### src/rtl/or_tree_arbiter.sv
// Round-robin front end for a shared combinational OR tree.
// Requesters compete for a single issue register (S1) that drives the tree.
// The tree's reduced result is captured into an output register (S2) with
// valid/ready handshake on both sides.
module or_tree_arbiter #(
    parameter int NUM_REQ        = 4,
    parameter int NUM_INPUT_DATA = 16,
    localparam int ID_W          = ($clog2(NUM_REQ) > 1) ? $clog2(NUM_REQ) : 1
) (
    input  logic                              clk,
    input  logic                              rst,
    input  logic [NUM_REQ-1:0]                i_req_valid,
    input  logic [NUM_REQ*NUM_INPUT_DATA-1:0] i_req_data,
    input  logic [NUM_REQ*NUM_INPUT_DATA-1:0] i_req_mask,
    output logic [NUM_REQ-1:0]                o_req_ready,
    output logic                              o_tree_en,
    output logic [NUM_INPUT_DATA-1:0]         o_tree_valid,
    output logic [NUM_INPUT_DATA-1:0]         o_tree_data,
    input  logic                              i_tree_valid,
    input  logic                              i_tree_data,
    output logic                              o_res_valid,
    output logic                              o_res_data,
    output logic                              o_res_ok,
    output logic [ID_W-1:0]                   o_res_id,
    input  logic                              i_res_ready
);

    logic [ID_W-1:0]           ptr;
    logic [ID_W-1:0]           cand;
    logic [ID_W-1:0]           gnt_id;
    logic                      gnt_found;
    logic [NUM_INPUT_DATA-1:0] sel_data;
    logic [NUM_INPUT_DATA-1:0] sel_mask;

    logic                      vld_p1;
    logic [NUM_INPUT_DATA-1:0] data_p1;
    logic [NUM_INPUT_DATA-1:0] mask_p1;
    logic [ID_W-1:0]           id_p1;

    logic                      vld_p2;
    logic                      res_data_p2;
    logic                      res_ok_p2;
    logic [ID_W-1:0]           res_id_p2;

    logic                      s2_load;
    logic                      s1_can_load;
    logic                      accept;
    logic                      tree_on;

    // Round-robin search: first valid requester at or after ptr, wrapping.
    always_comb begin
        gnt_found = 1'b0;
        gnt_id    = '0;
        cand      = '0;
        for (int i = 0; i < NUM_REQ; i++) begin
            cand = ID_W'((int'(ptr) + i) % NUM_REQ);
            if (!gnt_found && i_req_valid[cand]) begin
                gnt_found = 1'b1;
                gnt_id    = cand;
            end
        end
    end

    // Route the granted requester's data and lane mask toward S1.
    always_comb begin
        sel_data = '0;
        sel_mask = '0;
        for (int k = 0; k < NUM_REQ; k++) begin
            if (gnt_id == ID_W'(k)) begin
                sel_data = i_req_data[k*NUM_INPUT_DATA +: NUM_INPUT_DATA];
                sel_mask = i_req_mask[k*NUM_INPUT_DATA +: NUM_INPUT_DATA];
            end
        end
    end

    // S2 takes S1 when it is empty or being drained; S1 refills when it is
    // empty or moving into S2 this same cycle. Nothing is granted in reset.
    assign s2_load     = vld_p1 && (!vld_p2 || i_res_ready);
    assign s1_can_load = !vld_p1 || s2_load;
    assign accept      = gnt_found && s1_can_load && !rst;

    // One-hot ready toward the single requester that transfers this cycle.
    always_comb begin
        o_req_ready = '0;
        for (int k = 0; k < NUM_REQ; k++) begin
            o_req_ready[k] = accept && (gnt_id == ID_W'(k));
        end
    end

    // Tree inputs are forced quiet whenever S1 holds nothing (or in reset).
    assign tree_on      = vld_p1 && !rst;
    assign o_tree_en    = tree_on;
    assign o_tree_data  = tree_on ? data_p1 : '0;
    assign o_tree_valid = tree_on ? mask_p1 : '0;

    // Control state: S1/S2 occupancy, result register and arbitration pointer.
    always_ff @(posedge clk) begin
        if (rst) begin
            vld_p1      <= 1'b0;
            vld_p2      <= 1'b0;
            res_data_p2 <= 1'b0;
            res_ok_p2   <= 1'b0;
            res_id_p2   <= '0;
            ptr         <= '0;
        end else begin
            // ---- S1 -> S2 boundary ----
            if (s2_load) begin
                vld_p2      <= 1'b1;
                res_data_p2 <= i_tree_data;
                res_ok_p2   <= i_tree_valid;
                res_id_p2   <= id_p1;
            end else if (i_res_ready) begin
                vld_p2      <= 1'b0;
            end
            // ---- request -> S1 boundary ----
            if (accept) begin
                vld_p1 <= 1'b1;
                ptr    <= (gnt_id == ID_W'(NUM_REQ - 1)) ? '0 : gnt_id + 1'b1;
            end else if (s2_load) begin
                vld_p1 <= 1'b0;
            end
        end
    end

    // S1 payload; qualified by vld_p1 so it needs no reset.
    always_ff @(posedge clk) begin
        if (accept) begin
            data_p1 <= sel_data;
            mask_p1 <= sel_mask;
            id_p1   <= gnt_id;
        end
    end

    assign o_res_valid = vld_p2;
    assign o_res_data  = res_data_p2;
    assign o_res_ok    = res_ok_p2;
    assign o_res_id    = res_id_p2;

endmodule

### config.mk
export PLATFORM = sky130hd
export DESIGN_NAME = or_tree_arbiter
export DESIGN_NICKNAME = d
export VERILOG_FILES = /design/src/rtl/or_tree_arbiter.sv
export SDC_FILE = /design/constraint.sdc
export NUM_CORES = 1
export LEC_CHECK = 0
export CORE_MARGIN = 4
export CORE_UTILIZATION = 37
export DETAILED_ROUTE_END_ITERATION = 10
export PLACE_DENSITY = 0.82
export RECOVER_POWER = 100
export SLEW_MARGIN = 15
export SYNTH_ARGS = -nofsm -noshare
export SYNTH_HDL_FRONTEND = slang
export SYNTH_SLANG_ARGS = --single-unit
### constraint.sdc
create_clock -name clk -period 4.45 [get_ports clk]
set_input_delay 1.335 -clock clk [delete_from_list [all_inputs] [get_ports clk]]
set_output_delay 1.335 -clock clk [all_outputs]
set_load 0.1 [all_outputs]
==> impl_results.md, run 1 <==
- Leading cell types by count after synthesis: 34 x edfxtp_1, 34 x nand2_1, 33 x nor2b_1
- Antenna fix cells: 0
- CTS tree: built
- Core box area: 6940 um^2
- DRC violations left: 0
- Drt first-iter violations: 146
- Filler Cells Inserted: 503
- Hold Buf Count CTS: 0
- Vias: 2,894
- Wire per inst: 17.4 um
- Synthesized netlist cell count: 280
- Maximum clock insertion buffer count: 2
- Clk_skew: 5.72 ps
- DIE HEIGHT: 93.6 um
- Cell area power density: 367 nW/um^2
- Worst-path clk slew: 80 ps
- Overflow after GRT: 0
- Area Overhead vs Synth: 85.6%
- Met3 usage: 6.19%
- Fmax: 0.228 GHz
- Final core utilization: 72.5%
- Drt pass-1 iters: 4
- Yosys warning count: 0
- Post-synthesis sequential area ratio: 43.5%
- DIE WIDTH: 93.6 um
- Switching pwr: 0.000715 W
- H-tree Lvls: 2
- Crit Path Class: input port to primary output
- Combinational power share: 53.1%
- Met1 usage: 22.2%
- Post-synth cell types: 34
- Top-area cell type share of the netlist area: 37.6%
- Final instance area: 5030 um^2
- Met2 Usage GRT: 38.8%
- # Max-Cap Violations: 0
- Synth area leaders: edfxtp_1 38%, a221oi_1 10%, o31ai_1 8.9%, nor2b_1 7.6%, and2_1 7.4%
- Max FO, Critical Path: 3
- Antenna violations before repair: 0
- Worst Path Required: 3120 ps
- Status: finished, final reports clean
- Mapped cell area: 2710 um^2
- Final hold slack: 487 ps
- VDD IR max: 0.234 mV
- Minimum clock period: 4380 ps
- IO Count: 179
- TritonCTS Buffers: 5
- Ys flop type: edfxtp_1
- Async set or reset register ratio after synthesis: 0%
- Die ar.: 8770 um^2
- Placer Congestion: 0.909
- Syn nets: 421
- Clock latency on the worst-skew pair: 280 ps
- Switch share: 38.7%
- Crit path DAT: 3050 ps
- Row cnt: 30
- Final setup viols: 0
- Routed Antenna Nets: 0
- Global-route wire length before repair: 14,200 um
- Hold Crit Class: flip-flop to flip-flop
- Sink Count: 42
- Port Buffers: 178
- Clock share of power: 15.7%
- Internal power: 0.00113 W
- Cell taking the most area after synthesis: edfxtp_1
- Largest net degree at the start of global routing: 65
- Max-slew violation count: 0
- Slew margin rel.: 28.3%
- Hold Vio Cnt, Final: 0
- Startpoint Class: input port
- Leakage: 1.80 nW
- Syn_area_per_cell: 9.69 um^2
- Post-synth EDFFs: 34
- Via density: 5.30
- Sequential Power Share: 31.2%
- Final Cycle Share: 98.5%
- Nets: 590
- Root Driver: clkbuf_8
- Gr busiest metal: met2
- Starting Density: 39.1%
- Dpl cell area: 4940 um^2
- GRT Total Usage: 20.6%
- HPWL after DPL: 7300 um
- Yosys reg bits: 42
- Vias in the first global route: 2,933
- Least-Margin Pin Slew: 1080 ps
- Crit. End Element: primary output
- Final WL: 9480 um
- Layout cells sized above 1: 14.2%
==> placed cells by master (no fill, tap or decap), types with 2 or more instances in the layout <==
cell,n
nor2b_1,33
and2_0,31
clkdlybuf4s50_1,135
clkbuf_1,2
dlygate4sd3_1,6
o21ai_0,5
a21oi_1,11
o31ai_1,32
and2_2,4
nand2_1,34
dfxtp_1,8
a221oi_1,31
buf_4,6
edfxtp_1,34
nand3_1,4
clkbuf_8,5
inv_1,2
buf_12,37
nor2_1,2
nand2b_1,3
ha_2,2
clkbuf_2,3
ha_1,2
==> what timing repair did <==
action	4_1_cts	5_1_grt
setup endpoints to repair	0	3
endpoints found under the hold margin	0	0
buffers inserted	0	0
resized for setup	0	2
==> cell families (layout without fill, tap and decap cells) <==
group | after synthesis | count (layout) | share of synthesized area, %
muxes | 2 | 2 | 0.922
buffers and inverters | 28 | 198 | 4.70
DFF | 42 | 42 | 43.5
adders and majority gates | 4 | 4 | 1.85
AOI/OAI and AO/OA | 84 | 84 | 23.4
and+or+nand+nor | 120 | 120 | 25.6
==> sequential cells by signal, summed over array words and instances, names as in the netlist <==
| signal | count |
|---|---|
| ptr | 2 |
| o_res_data | 1 |
| o_res_id | 2 |
| o_res_valid | 1 |
| id_p1 | 2 |
| o_res_ok | 1 |
| data_p1 | 16 |
| mask_p1 | 16 |
| vld_p1 | 1 |
==> per-layer routing <==
metal	wire length, um	up-vias	share of wire (%)
li1	-	1384	-
met1	3390	1347	36
met2	4870	153	51
met3	1110	10	12
met4	122	0	1.3
met5	0	-	0
==> power by group through the flow <==
stage / registers, W / clock network [W] / logic [W]
CTS: 0.000576 / 0.000298 / 0.000991
detailed placement: 0.000586 / 0 / 0.000988
global placement: 0.000579 / 0 / 0.000961
global route: 0.000586 / 0.000317 / 0.00104
finish: 0.000576 / 0.000290 / 0.000981
floorplan: 0.000598 / 0 / 0.000607
==> path summary, 6_finish.rpt <==
check                 startpoint              to  slack, ps  depth (start not counted)
setup / recovery  i_req_valid[2]  o_req_ready[0]         70                          7
hold / removal        o_res_data      o_res_data        490                          2
setup reg to reg          ptr[1]      mask_p1[1]       1440                          8
hold reg to reg       o_res_data      o_res_data        490                          2
==> worst max-delay path, cell delays in order <==
cell             delay [ps]
clkdlybuf4s50_1         460
mux2i_1                 170
nor2_1                  100
or3_4                   390
ha_1                    230
and2_2                  190
buf_12                  160
==> through the flow <==
step	setup TNS, ps	cells	setup WS [ps]	power, W
6_report	0	546	68.8	0.00185
3_3_place_gp	0	538	137	0.00154
2_1_floorplan	0	280	8.84	0.00121
4_1_cts	0	546	28.5	0.00187
3_5_place_dp	0	538	32.7	0.00157
5_1_grt	-3.05	546	-3.05	0.00195
==> layout make-up <==
type	count	area, um^2	area share [%]
timing repair buffer	187	2210	43.9
multi-input combinational	210	1400	27.9
sequential	42	1180	23.5
tap	96	120	2.39
clock buffer	7	76.3	1.52
clock inverter	1	30.0	0.596
inverter	3	11.3	0.224
Power figures use the tool's default switching activity.
==> run 2: changes to the inputs <==
MAX_ROUTING_LAYER = met4   (was default)
==> impl_results.md, run 2 (synthesized netlist as in run 1, its figures left out) <==
- Minimum clock period: 4380 ps (about the same)
- H-tree Lvls: 2 (unchanged)
- Sink Count: 42 (unchanged)
- Placer Congestion: 0.925 (was 0.909)
- Nets: 590 (unchanged)
- CTS resizes: 0 (unchanged)
- Largest regs: data_p1 x16, mask_p1 x16 (unchanged)
- Inst Count DP: 538 (unchanged)
- Reg-to-reg slack, setup: 1450 ps (was 1440 ps)
- Final WL: 9450 um (was 9480 um)
- Worst min-delay path startpoint: o_res_data (unchanged)
- DIE WIDTH: 93.6 um (unchanged)
- Antenna fix cells: 0 (unchanged)
- Starting Density: 39.1% (unchanged)
- Crit Path Class: input port to primary output (unchanged)
- Via density: 5.30 (unchanged)
- Most frequent cells in the layout: 135 x clkdlybuf4s50_1, 37 x buf_12, 34 x nand2_1, 34 x edfxtp_1, 33 x nor2b_1 (unchanged)
- Status: finished, final reports clean (unchanged)
- Max-slew violation count: 0 (unchanged)
- Area Overhead vs Synth: 85.6% (unchanged)
- Startpoint Class: input port (unchanged)
- Row cnt: 30 (unchanged)
- Cell depth of the worst flop-to-flop path: 8 (unchanged)
- Hold Path Depth: 2 (unchanged)
- Leakage: 1.80 nW (unchanged)
- CTS tree: built (unchanged)
- Port Buffers: 178 (unchanged)
- Antenna violations before repair: 0 (unchanged)
- Switching pwr: 0.000717 W (was 0.000715 W)
- Routed Antenna Nets: 0 (unchanged)
- Hold Path End: o_res_data (unchanged)
- Dpl cell area: 4940 um^2 (unchanged)
- Die ar.: 8770 um^2 (unchanged)
- Drt pass-1 iters: 4 (unchanged)
- VDD IR max: 0.234 mV (about the same)
- Worst r2r src: ptr[1] (unchanged)
- Core box area: 6940 um^2 (unchanged)
- # Max-Cap Violations: 0 (unchanged)
- Worst-path clk slew: 80 ps (about the same)
- Least-Margin Pin Slew: 1100 ps (was 1080 ps)
- Final instance area: 5030 um^2 (unchanged)
- Switch share: 38.8% (was 38.7%)
- Crit. End Element: primary output (unchanged)
- Worst Path Required: 3120 ps (about the same)
- Max FO, Critical Path: 3 (unchanged)
- Setup Fix Bufs, Post-CTS: 0 (unchanged)
- Hold Crit Class: flip-flop to flip-flop (unchanged)
- Final std cells w/o fill: 546 (unchanged)
- Drt first-iter violations: 117 (was 146)
- Root Driver: clkbuf_8 (unchanged)
- HPWL after DPL: 7300 um (unchanged)
- Internal power: 0.00113 W (about the same)
- Crit path DAT: 3050 ps (about the same)
- Global-route wire length before repair: 14,200 um (about the same)
- Largest net degree at the start of global routing: 65 (unchanged)
- DIE HEIGHT: 93.6 um (unchanged)
- Final Cycle Share: 98.5% (about the same)
- Layout cells sized above 1: 14.2% (unchanged)
- Overflow after GRT: 0 (unchanged)
- IO Count: 179 (unchanged)
- Maximum clock insertion buffer count: 2 (unchanged)
- Slew margin rel.: 27.0% (was 28.3%)
- Clock latency on the worst-skew pair: 280 ps (about the same)
- Clk_skew: 4.95 ps (was 5.72 ps)
- Clock share of power: 15.8% (was 15.7%)
- DRC violations left: 0 (unchanged)
- Sequential Power Share: 31.2% (about the same)
- Cell area power density: 367 nW/um^2 (about the same)
- Vias: 2,894 (unchanged)
- Combinational power share: 53.0% (was 53.1%)
- Hold Buf Count CTS: 0 (unchanged)
- Final setup viols: 0 (unchanged)
- Reg2reg end: mask_p1[1] (unchanged)
- GRT Total Usage: 21.1% (was 20.6%)
- Wire per inst: 17.3 um (was 17.4 um)
- Fmax: 0.228 GHz (about the same)
- Hold Vio Cnt, Final: 0 (unchanged)
- Vias in the first global route: 2,946 (was 2,933)
- Most common cell after layout, fill and taps aside: clkdlybuf4s50_1 (unchanged)
- TritonCTS Buffers: 5 (unchanged)
- Final hold slack: 487 ps (about the same)
==> run 2: cell counts in the layout (fill, tap and decap cells not counted) <==
No cell type changed its count.
==> run 2: cell type report <==
class | count | area [um^2]
tap | 96 | 120
multi-input combinational | 210 | 1400
inverter | 3 | 11.3
clock buffer | 7 | 76.3
clock inverter | 1 | 30.0
timing repair buffer | 187 | 2210
fill | 503 | 1910
sequential | 42 | 1180
==> run 2: power groups by stage <==
| stage | Combinational (W) | Sequential, W | Clock [W] |
|---|---|---|---|
| after CTS | 0.000991 | 0.000576 | 0.000298 |
| after global placement | 0.000961 | 0.000579 | 0 |
| after global routing | 0.00104 | 0.000586 | 0.000315 |
| final | 0.000981 | 0.000576 | 0.000292 |
| after detailed placement | 0.000988 | 0.000586 | 0 |
| after floorplan | 0.000607 | 0.000598 | 0 |
==> run 2: worst max path at each step <==
stage | cells after the start | end | slack (ps) | from
2_1_floorplan | 3 | o_req_ready[0] | 9 | i_res_ready
3_3_place_gp | 7 | o_req_ready[0] | 140 | i_req_valid[0]
3_5_place_dp | 7 | o_req_ready[0] | 30 | i_req_valid[2]
4_1_cts | 7 | o_req_ready[0] | 30 | i_req_valid[2]
5_1_grt | 7 | o_req_ready[0] | -3 | i_req_valid[2]
6_report | 7 | o_req_ready[0] | 70 | i_req_valid[2]
==> run 2: layer usage <==
metal	wire (um)	GRT usage (%)	vias to the layer above	part of all wire, %
li1	-	-	1384	-
met1	3480	22.7	1349	37
met2	4860	38.6	147	51
met3	951	5.23	14	10
met4	168	5.54	0	1.8
met5	0	-	-	0
==> run 2: per-stage QoR <==
step	setup slack (ps)	total power (W)	util (%)	TNS (ps)
final	65.4	0.00185	72.5	0
after global routing	-3.05	0.00194	72.5	-3.05
after CTS	28.5	0.00187	72.7	0
after detailed placement	32.7	0.00157	71.2	0
after global placement	137	0.00154	71.2	0
after floorplan	8.84	0.00121	-	0
==> run 2: critical path, stage by stage <==
cell and delay [ps]:
clkdlybuf4s50_1 460, mux2i_1 170, nor2_1 100, or3_4 400
ha_1 230, and2_2 190, buf_12 160
==> run 3: changes to the inputs <==
CORE_MARGIN = default   (was 4)
TNS_END_PERCENT = 100   (was default)
==> impl_results.md, run 3 (synthesized netlist as in run 1, its figures left out) <==
- Routed Antenna Nets: 0 (unchanged)
- Cell area power density: 361 nW/um^2 (was 367 nW/um^2)
- Hold Path End: o_res_data (unchanged)
- Core box area: 6940 um^2 (unchanged)
- Layout cells sized above 1: 13.8% (was 14.2%)
- Clk_skew: 10.5 ps (was 4.95 ps)
- Post-Place Worst Slack: 20.2 ps (was 32.7 ps)
- Worst r2r src: ptr[1] (unchanged)
- Dpl cell area: 4950 um^2 (was 4940 um^2)
- Global-route wire length before repair: 12,500 um (was 14,200 um)
- CTS resizes: 0 (unchanged)
- Row cnt: 30 (unchanged)
- Overflow after GRT: 0 (unchanged)
- HPWL after DPL: 6410 um (was 7300 um)
- Max-slew violation count: 0 (unchanged)
- Vias: 2,835 (was 2,894)
- Minimum clock period: 4410 ps (was 4380 ps)
- Antenna fix cells: 0 (unchanged)
- Sink Count: 42 (unchanged)
- DIE HEIGHT: 87.6 um (was 93.6 um)
- Hold Path Depth: 2 (unchanged)
- Final setup viols: 0 (unchanged)
- Maximum clock insertion buffer count: 2 (unchanged)
- Antenna violations before repair: 0 (unchanged)
- Most common cell after layout, fill and taps aside: clkdlybuf4s50_1 (unchanged)
- Setup Fix Bufs, Post-CTS: 0 (unchanged)
- Fmax: 0.227 GHz (was 0.228 GHz)
- Most frequent cells in the layout: 133 x clkdlybuf4s50_1, 34 x nand2_1, 34 x edfxtp_1 (was 135 x clkdlybuf4s50_1, 37 x buf_12, 34 x nand2_1, 34 x edfxtp_1, 33 x nor2b_1)
- VDD IR max: 0.236 mV (was 0.234 mV)
- Setup_tns: 0 ps (unchanged)
- DIE WIDTH: 87.6 um (was 93.6 um)
- Filler Cells Inserted: 545 (was 503)
- Worst setup margin: 36.9 ps (was 65.4 ps)
- Root Driver: clkbuf_8 (unchanged)
- Final WL: 8530 um (was 9450 um)
- Worst-path clk slew: 70 ps (was 80 ps)
- Cell depth of the worst flop-to-flop path: 8 (unchanged)
- Crit path DAT: 3080 ps (was 3050 ps)
- CTS tree: built (unchanged)
- Drt first-iter violations: 109 (was 117)
- Via density: 5.20 (was 5.30)
- H-tree Lvls: 2 (unchanged)
- Final Cycle Share: 99.2% (was 98.5%)
- Starting Density: 39.1% (unchanged)
- Crit. End Element: primary output (unchanged)
- Max FO, Critical Path: 3 (unchanged)
- Final core utilization: 70.3% (was 72.5%)
- Hold Crit Class: flip-flop to flip-flop (unchanged)
- Inst Count DP: 537 (was 538)
- Worst min-delay path startpoint: o_res_data (unchanged)
- Crit Path Class: input port to primary output (unchanged)
- IO Count: 179 (unchanged)
- Slew margin rel.: 21.4% (was 27.0%)
- Die ar.: 7680 um^2 (was 8770 um^2)
- # Max-Cap Violations: 0 (unchanged)
- Wire per inst: 15.6 um (was 17.3 um)
- Worst Path Required: 3120 ps (about the same)
- Area Overhead vs Synth: 79.8% (was 85.6%)
- TritonCTS Buffers: 5 (unchanged)
- Port Buffers: 178 (unchanged)
- Startpoint Class: input port (unchanged)
- Hold Buf Count CTS: 0 (unchanged)
- Least-Margin Pin Slew: 1180 ps (was 1100 ps)
- Vias in the first global route: 2,668 (was 2,946)
- Drt pass-1 iters: 4 (unchanged)
- Placer Congestion: 0.830 (was 0.925)
- Largest net degree at the start of global routing: 65 (unchanged)
- Final instance area: 4880 um^2 (was 5030 um^2)
- Hold Vio Cnt, Final: 0 (unchanged)
- Clock latency on the worst-skew pair: 300 ps (was 280 ps)
- Leakage: 1.79 nW (was 1.80 nW)
- Status: finished, final reports clean (unchanged)
- Nets: 589 (was 590)
- Largest regs: data_p1 x16, mask_p1 x16 (unchanged)
- Reg-to-reg slack, setup: 1530 ps (was 1450 ps)
- DRC violations left: 0 (unchanged)
- GRT Total Usage: 22.3% (was 21.1%)
- Final std cells w/o fill: 545 (was 546)
- RSZ-0062 raised after global routing: false
- Reg2reg end: data_p1[15] (was mask_p1[1])
==> run 3: layout make-up <==
type | count | area [um^2] | area share, %
repair buffers | 186 | 2090 | 42.8
multi-input cells | 210 | 1400 | 28.6
flip-flops and latches | 42 | 1180 | 24.2
well taps | 96 | 120 | 2.46
clock buffers | 6 | 72.6 | 1.49
inverters | 3 | 11.3 | 0.231
clock inverters | 2 | 10.0 | 0.205
==> run 3: worst max-delay path: stages <==
cell	delay (ps)
clkdlybuf4s50_1	460
mux2i_1	170
nor2_1	90
or3_1	400
ha_1	250
and2_2	200
buf_12	160
==> run 3: per-layer routing <==
layer	GRT usage [%]	share of wire, %
met1	23.5	38
met5	-	0
met2	40.2	51
met4	6.26	0.93
met3	6.60	9.4
==> run 3: metrics by stage <==
stage                     power [W]  hold WS, ps
after floorplan             0.00121          492
after CTS                   0.00180          484
final                       0.00176          484
after global placement      0.00154          466
after detailed placement    0.00157          474
after global routing        0.00185          522
==> run 3: how the worst max path moves through the flow <==
stage | startpoint | end | slack (ps) | cells past startpoint
floorplan | i_res_ready | o_req_ready[0] | 9 | 3
finish | i_req_valid[2] | o_req_ready[0] | 40 | 7
global route | i_req_valid[1] | o_req_ready[0] | 1 | 7
CTS | i_req_valid[0] | o_req_ready[1] | 10 | 7
global placement | i_req_valid[0] | o_req_ready[0] | 120 | 7
detailed placement | i_req_valid[0] | o_req_ready[1] | 20 | 7
==> run 3: power breakdown <==
part           total (W)  switching [W]  internal [W]  leakage [nW]
sequential      0.000578      0.0000261      0.000551         0.403
clock           0.000235       0.000126      0.000109        0.0450
combinational   0.000948       0.000556      0.000392          1.34
